File: config.mk
export PLATFORM = sky130hd
export DESIGN_NAME = mem_rd_arbiter
export DESIGN_NICKNAME = d
export VERILOG_FILES = /design/src/rtl/mem_rd_arbiter.sv
export SDC_FILE = /design/constraint.sdc
export NUM_CORES = 1
export LEC_CHECK = 0
export CORE_MARGIN = 1.5
export CORE_UTILIZATION = 33
export CTS_CLUSTER_DIAMETER = 50
export DETAILED_ROUTE_END_ITERATION = 8
export GPL_TIMING_DRIVEN = 0
export PLACE_DENSITY = 0.8
export SYNTH_ARGS = -nofsm -noshare
export SYNTH_HDL_FRONTEND = slang
export SYNTH_SLANG_ARGS = --single-unit
File: constraint.sdc
create_clock -name clk -period 1.95 [get_ports clk]
set_input_delay 0.39 -clock clk [delete_from_list [all_inputs] [get_ports clk]]
set_output_delay 0.39 -clock clk [all_outputs]
set_load 0.1 [all_outputs]
File: src/rtl/mem_rd_arbiter.sv
// Read-burst arbiter: shares one memory read port between the I-cache and D-cache.
// Only one burst is in flight at a time. Ties are broken round-robin on the last requester served.
module mem_rd_arbiter #(
  parameter int unsigned ADDR_WIDTH = 32,
  parameter int unsigned DATA_WIDTH = 32
) (
  input  logic                  clk,
  input  logic                  rst,

  input  logic                  icache_rd_req_valid,
  input  logic [ADDR_WIDTH-1:0] icache_rd_req_addr,
  output logic                  icache_rd_req_ready,
  output logic                  icache_rd_rsp_valid,
  output logic [DATA_WIDTH-1:0] icache_rd_rsp_data,
  output logic                  icache_rd_rsp_last,
  input  logic                  icache_rd_rsp_ready,

  input  logic                  dcache_rd_req_valid,
  input  logic [ADDR_WIDTH-1:0] dcache_rd_req_addr,
  output logic                  dcache_rd_req_ready,
  output logic                  dcache_rd_rsp_valid,
  output logic [DATA_WIDTH-1:0] dcache_rd_rsp_data,
  output logic                  dcache_rd_rsp_last,
  input  logic                  dcache_rd_rsp_ready,

  output logic                  to_mem_rd_req_valid,
  output logic [ADDR_WIDTH-1:0] to_mem_rd_req_addr,
  input  logic                  from_mem_rd_req_ready,
  input  logic                  from_mem_rd_rsp_valid,
  input  logic [DATA_WIDTH-1:0] from_mem_rd_rsp_data,
  input  logic                  from_mem_rd_rsp_last,
  output logic                  to_mem_rd_rsp_ready,

  output logic [1:0]            arb_grant
);

  localparam logic [1:0] StIdle = 2'd0;
  localparam logic [1:0] StReq  = 2'd1;
  localparam logic [1:0] StRsp  = 2'd2;

  logic [1:0]            state_q, state_d;
  logic [1:0]            grant_q, grant_d;
  logic                  last_d_q, last_d_d;  // 1: D-cache was served last
  logic [ADDR_WIDTH-1:0] addr_q, addr_d;

  logic in_req, in_rsp;
  logic gnt_i, gnt_d;
  logic gnt_rsp_ready;
  logic burst_done;

  assign in_req = (state_q == StReq);
  assign in_rsp = (state_q == StRsp);
  assign gnt_i  = grant_q[0];
  assign gnt_d  = grant_q[1];

  assign gnt_rsp_ready = (gnt_i & icache_rd_rsp_ready) | (gnt_d & dcache_rd_rsp_ready);
  assign burst_done    = in_rsp & from_mem_rd_rsp_valid & gnt_rsp_ready & from_mem_rd_rsp_last;

  always_comb begin
    state_d  = state_q;
    grant_d  = grant_q;
    last_d_d = last_d_q;
    addr_d   = addr_q;
    unique case (state_q)
      StIdle: begin
        // On a tie the I-cache wins only if the D-cache was served last.
        if (icache_rd_req_valid && (!dcache_rd_req_valid || last_d_q)) begin
          grant_d = 2'b01;
          addr_d  = icache_rd_req_addr;
          state_d = StReq;
        end else if (dcache_rd_req_valid) begin
          grant_d = 2'b10;
          addr_d  = dcache_rd_req_addr;
          state_d = StReq;
        end
      end
      StReq: begin
        if (from_mem_rd_req_ready) begin
          state_d = StRsp;
        end
      end
      StRsp: begin
        if (burst_done) begin
          state_d  = StIdle;
          grant_d  = 2'b00;
          last_d_d = gnt_d;
        end
      end
      default: begin
        state_d = StIdle;
        grant_d = 2'b00;
      end
    endcase
  end

  always_ff @(posedge clk or negedge rst) begin
    if (!rst) begin
      state_q  <= StIdle;
      grant_q  <= 2'b00;
      last_d_q <= 1'b1;
      addr_q   <= '0;
    end else begin
      state_q  <= state_d;
      grant_q  <= grant_d;
      last_d_q <= last_d_d;
      addr_q   <= addr_d;
    end
  end

  // Memory request side depends only on registered state.
  assign to_mem_rd_req_valid = in_req;
  assign to_mem_rd_req_addr  = addr_q;
  assign icache_rd_req_ready = in_req & gnt_i & from_mem_rd_req_ready;
  assign dcache_rd_req_ready = in_req & gnt_d & from_mem_rd_req_ready;

  // Response beats pass straight through to the owner; the other side sees zeros.
  assign to_mem_rd_rsp_ready = in_rsp & gnt_rsp_ready;
  assign icache_rd_rsp_valid = in_rsp & gnt_i & from_mem_rd_rsp_valid;
  assign icache_rd_rsp_last  = in_rsp & gnt_i & from_mem_rd_rsp_last;
  assign icache_rd_rsp_data  = (in_rsp & gnt_i) ? from_mem_rd_rsp_data : '0;
  assign dcache_rd_rsp_valid = in_rsp & gnt_d & from_mem_rd_rsp_valid;
  assign dcache_rd_rsp_last  = in_rsp & gnt_d & from_mem_rd_rsp_last;
  assign dcache_rd_rsp_data  = (in_rsp & gnt_d) ? from_mem_rd_rsp_data : '0;

  assign arb_grant = grant_q;

endmodule

==> run metrics <==
# clock sinks 37; r2r endpoint to_mem_rd_req_addr[26]; Distinct cells, synth 25; period utilization 110%; clock buffer count from CTS 5; XOR/XNOR Fraction of Synth Area 0%; leakage power roughly 2.4 nW; Initial Util between 30 and 40%; die height 91.5 um; clock skew around 0.015 ns; Max Fclk about 0.47 GHz; sw power 6.35 mW; Vias between 3000 and 4000; Least-Margin Pin Slew about 1.0 ns; Main synth FF type dfrtp_1; main combinational cell family by area after synthesis compound AO/OA/AOI/OAI gates; failing checks negative setup slack; via density per instance about 5.6; CTS Root Cell clkbuf_8; # nets final 639; overall routing resource usage approximately a third; die width between 90 and 100 um; Clock Power Share between 5 and 6%; drt pass-1 iters 4; Synth Area in Adders 0%; CP endpoint kind primary output; total power approximately 10 mW; row count 32; worst hold path type in -> async; Most Crowded Layer GR met2; largest net degree at the start of global routing 38; Reg2Reg Depth 4; share of layout cells above drive strength 1 between 40 and 50%; worst skew pair latency roughly 0.31 ns; routing usage on met3 roughly a tenth; sequential share of power roughly 14%; Wirelength per Cell between 20 and 25 um; Worst setup SP type flip-flop; Final min period about 2.1 ns; Post-route DRC 0; area share of and/or/nand/nor cells after synthesis about a quarter; synthesized instance count roughly 300; TritonCTS clock tree done; routability cong. approximately 0.8; number of synthesized flops with an enable pin 0; RSZ-0062 raised after global routing true; Synth Warn # 0; Max Root-Sink Buffers 2; Post-DP HPWL 8190 um; Post-Layout Cell Count between 600 and 700; met1 global-route usage between 30% and 40%; fillcell total roughly 430; peak supply drop between 1 and 1.5 mV; initial antenna violation count 0; total nets after synthesis 407; clock slew at reported path FFs 0.09 ns; total gr overflow 0; Yosys reg bits 37; CP Class reg -> out; vias in the first global route approximately 3600; Slew Viols, Final 0; Comb power frac around four fifths; DIE AREA roughly 8400 um2; DP Cell Count 613; Worst Path Required 1.56 ns; number of diodes 0; Sw Ratio between 60 and 70%; pre-CTS setup slack -1.03 ns; I/O Pins 211; antenna-violating nets left 0; status finished, violations left; Slew headroom approximately 33%; Starting DRT DRC Count 172; Final Hold Viols 0; Setup-failing EPs final 68; post-route setup slack -0.188 ns; Area Overhead vs Synth 140%; Layout Utilization between 80% and 90%; syn_area_per_cell around 8.6 um2; crit path DAT about 1.8 ns; post-synthesis mux area share 0.436%; Synth Area in Compound Gates about 29%; IO buf count approximately 210; H-tree depth 2; pwr/cell area ~1600 nW/um2; Max-Cap Viols 0; reg-to-reg slack, setup roughly 0.21 ns; internal power approximately 3.9 mW; asr flop ratio synth 100%; R2R Path Start state_q[1]; CP max FO 6; final wirelength about 14000 um; met2 Use GR between 50% and 60%; first-pass GRT wire length between 20000 and 25000 um; Syn Std Cell Area 2580 um2; core area 7650 um2; sequential fraction of the synthesis area between 30% and 40%
==> cells in the final DEF, fill, tap and decap left out, drive strengths merged <==
master and n:
o21ai 34, dfstp 1, nand3 33, buf 95, clkinvlp 1, or2 1, nor3 1, nand2 4
and2 1, o221ai 1, clkdlybuf4s15 20, nor2b 2, clkbuf 44, a21oi 32, o32ai 2, mux2 1
a22oi 1, nand2b 2, clkdlybuf4s50 102, dfrtp 36, and2b 3, a21o 1, a31oi 32, nor2 2
and3 70, dlygate4sd2 8, inv 4, clkinv 1
==> metal layers <==
metal  wire, um  vias up
li1           -     1588
met1       4720     1717
met2       6960      195
met4        592        0
met3       1260       42
met5          0        -
==> timing repair <==
item                                    4_1_cts  5_1_grt
setup buffers                                 8        2
hold buffers                                  0        0
cloned                                        8        0
endpoints found under the setup margin      106       93
resized for setup                           736       43
pin swaps                                    15        1
==> worst max-delay path: stages (launching register included) <==
cell     delay (ns)
dfrtp_2        0.44
and2b_4        0.28
buf_12         0.13
buf_12         0.11
buf_8          0.11
and3_4         0.20
buf_12         0.17
==> worst max path at each step <==
stage	startpoint	end
global route	state_q[0]	icache_rd_rsp_data[14]
detailed placement	state_q[0]	dcache_rd_rsp_data[1]
floorplan	state_q[1]	dcache_rd_req_ready
global placement	state_q[0]	dcache_rd_rsp_data[1]
finish	state_q[0]	icache_rd_rsp_data[14]
CTS	state_q[0]	icache_rd_rsp_data[22]
==> state kept, by name, indices dropped and copies added (netlist names) <==
register and flops:
last_d_q 1, state_q 2, to_mem_rd_req_addr 32, arb_grant 2
==> final cells by class <==
cell class	count	area [um2]	share of cell area [%]
clock buffer	5	68.8	1.11
sequential	37	937	15.1
clock inverter	3	25.0	0.404
tap	102	128	2.06
buffer	40	294	4.74
timing repair buffer	224	2910	46.9
multi-input combinational	223	1830	29.5
inverter	3	11.3	0.182
==> Yosys cell counts, drive strengths merged (3+ instances only) <==
cell | count | area share (%)
nand2 | 4 | 0.58
nand3 | 33 | 6.4
a21oi | 32 | 6.2
inv | 3 | 0.44
buf | 6 | 2.4
o21ai | 34 | 6.6
dfrtp | 36 | 35
a31oi | 32 | 15
clkbuf | 34 | 4.9
and3 | 70 | 17
==> cells by family after synthesis <==
kind of cell / Yosys count
DFF: 37
buffers and inverters: 43
AOI/OAI and AO/OA: 103
muxes: 1
and+or+nand+nor: 118
==> metrics by stage <==
step                hold WS [ns]  TNS [ns]  instance area [um2]
global placement           0.530    -83.17                 5110
CTS                        0.207     -6.11                 6190
detailed placement         0.538    -68.30                 5100
floorplan                 0.0944   -0.0367                 2890
finish                     0.178     -8.55                 6200
global route               0.240    -11.45                 6200
==> power groups by stage <==
| stage | Combinational [mW] | Sequential (mW) | Clock, mW |
|---|---|---|---|
| floorplan | 2.98 | 3.96 | 0 |
| global placement | 7.21 | 1.42 | 0 |
| detailed placement | 7.27 | 1.44 | 0 |
| CTS | 7.97 | 1.43 | 0.589 |
| global route | 8.43 | 1.49 | 0.616 |
| finish | 8.16 | 1.45 | 0.589 |
(Power assumes the default switching activity.)
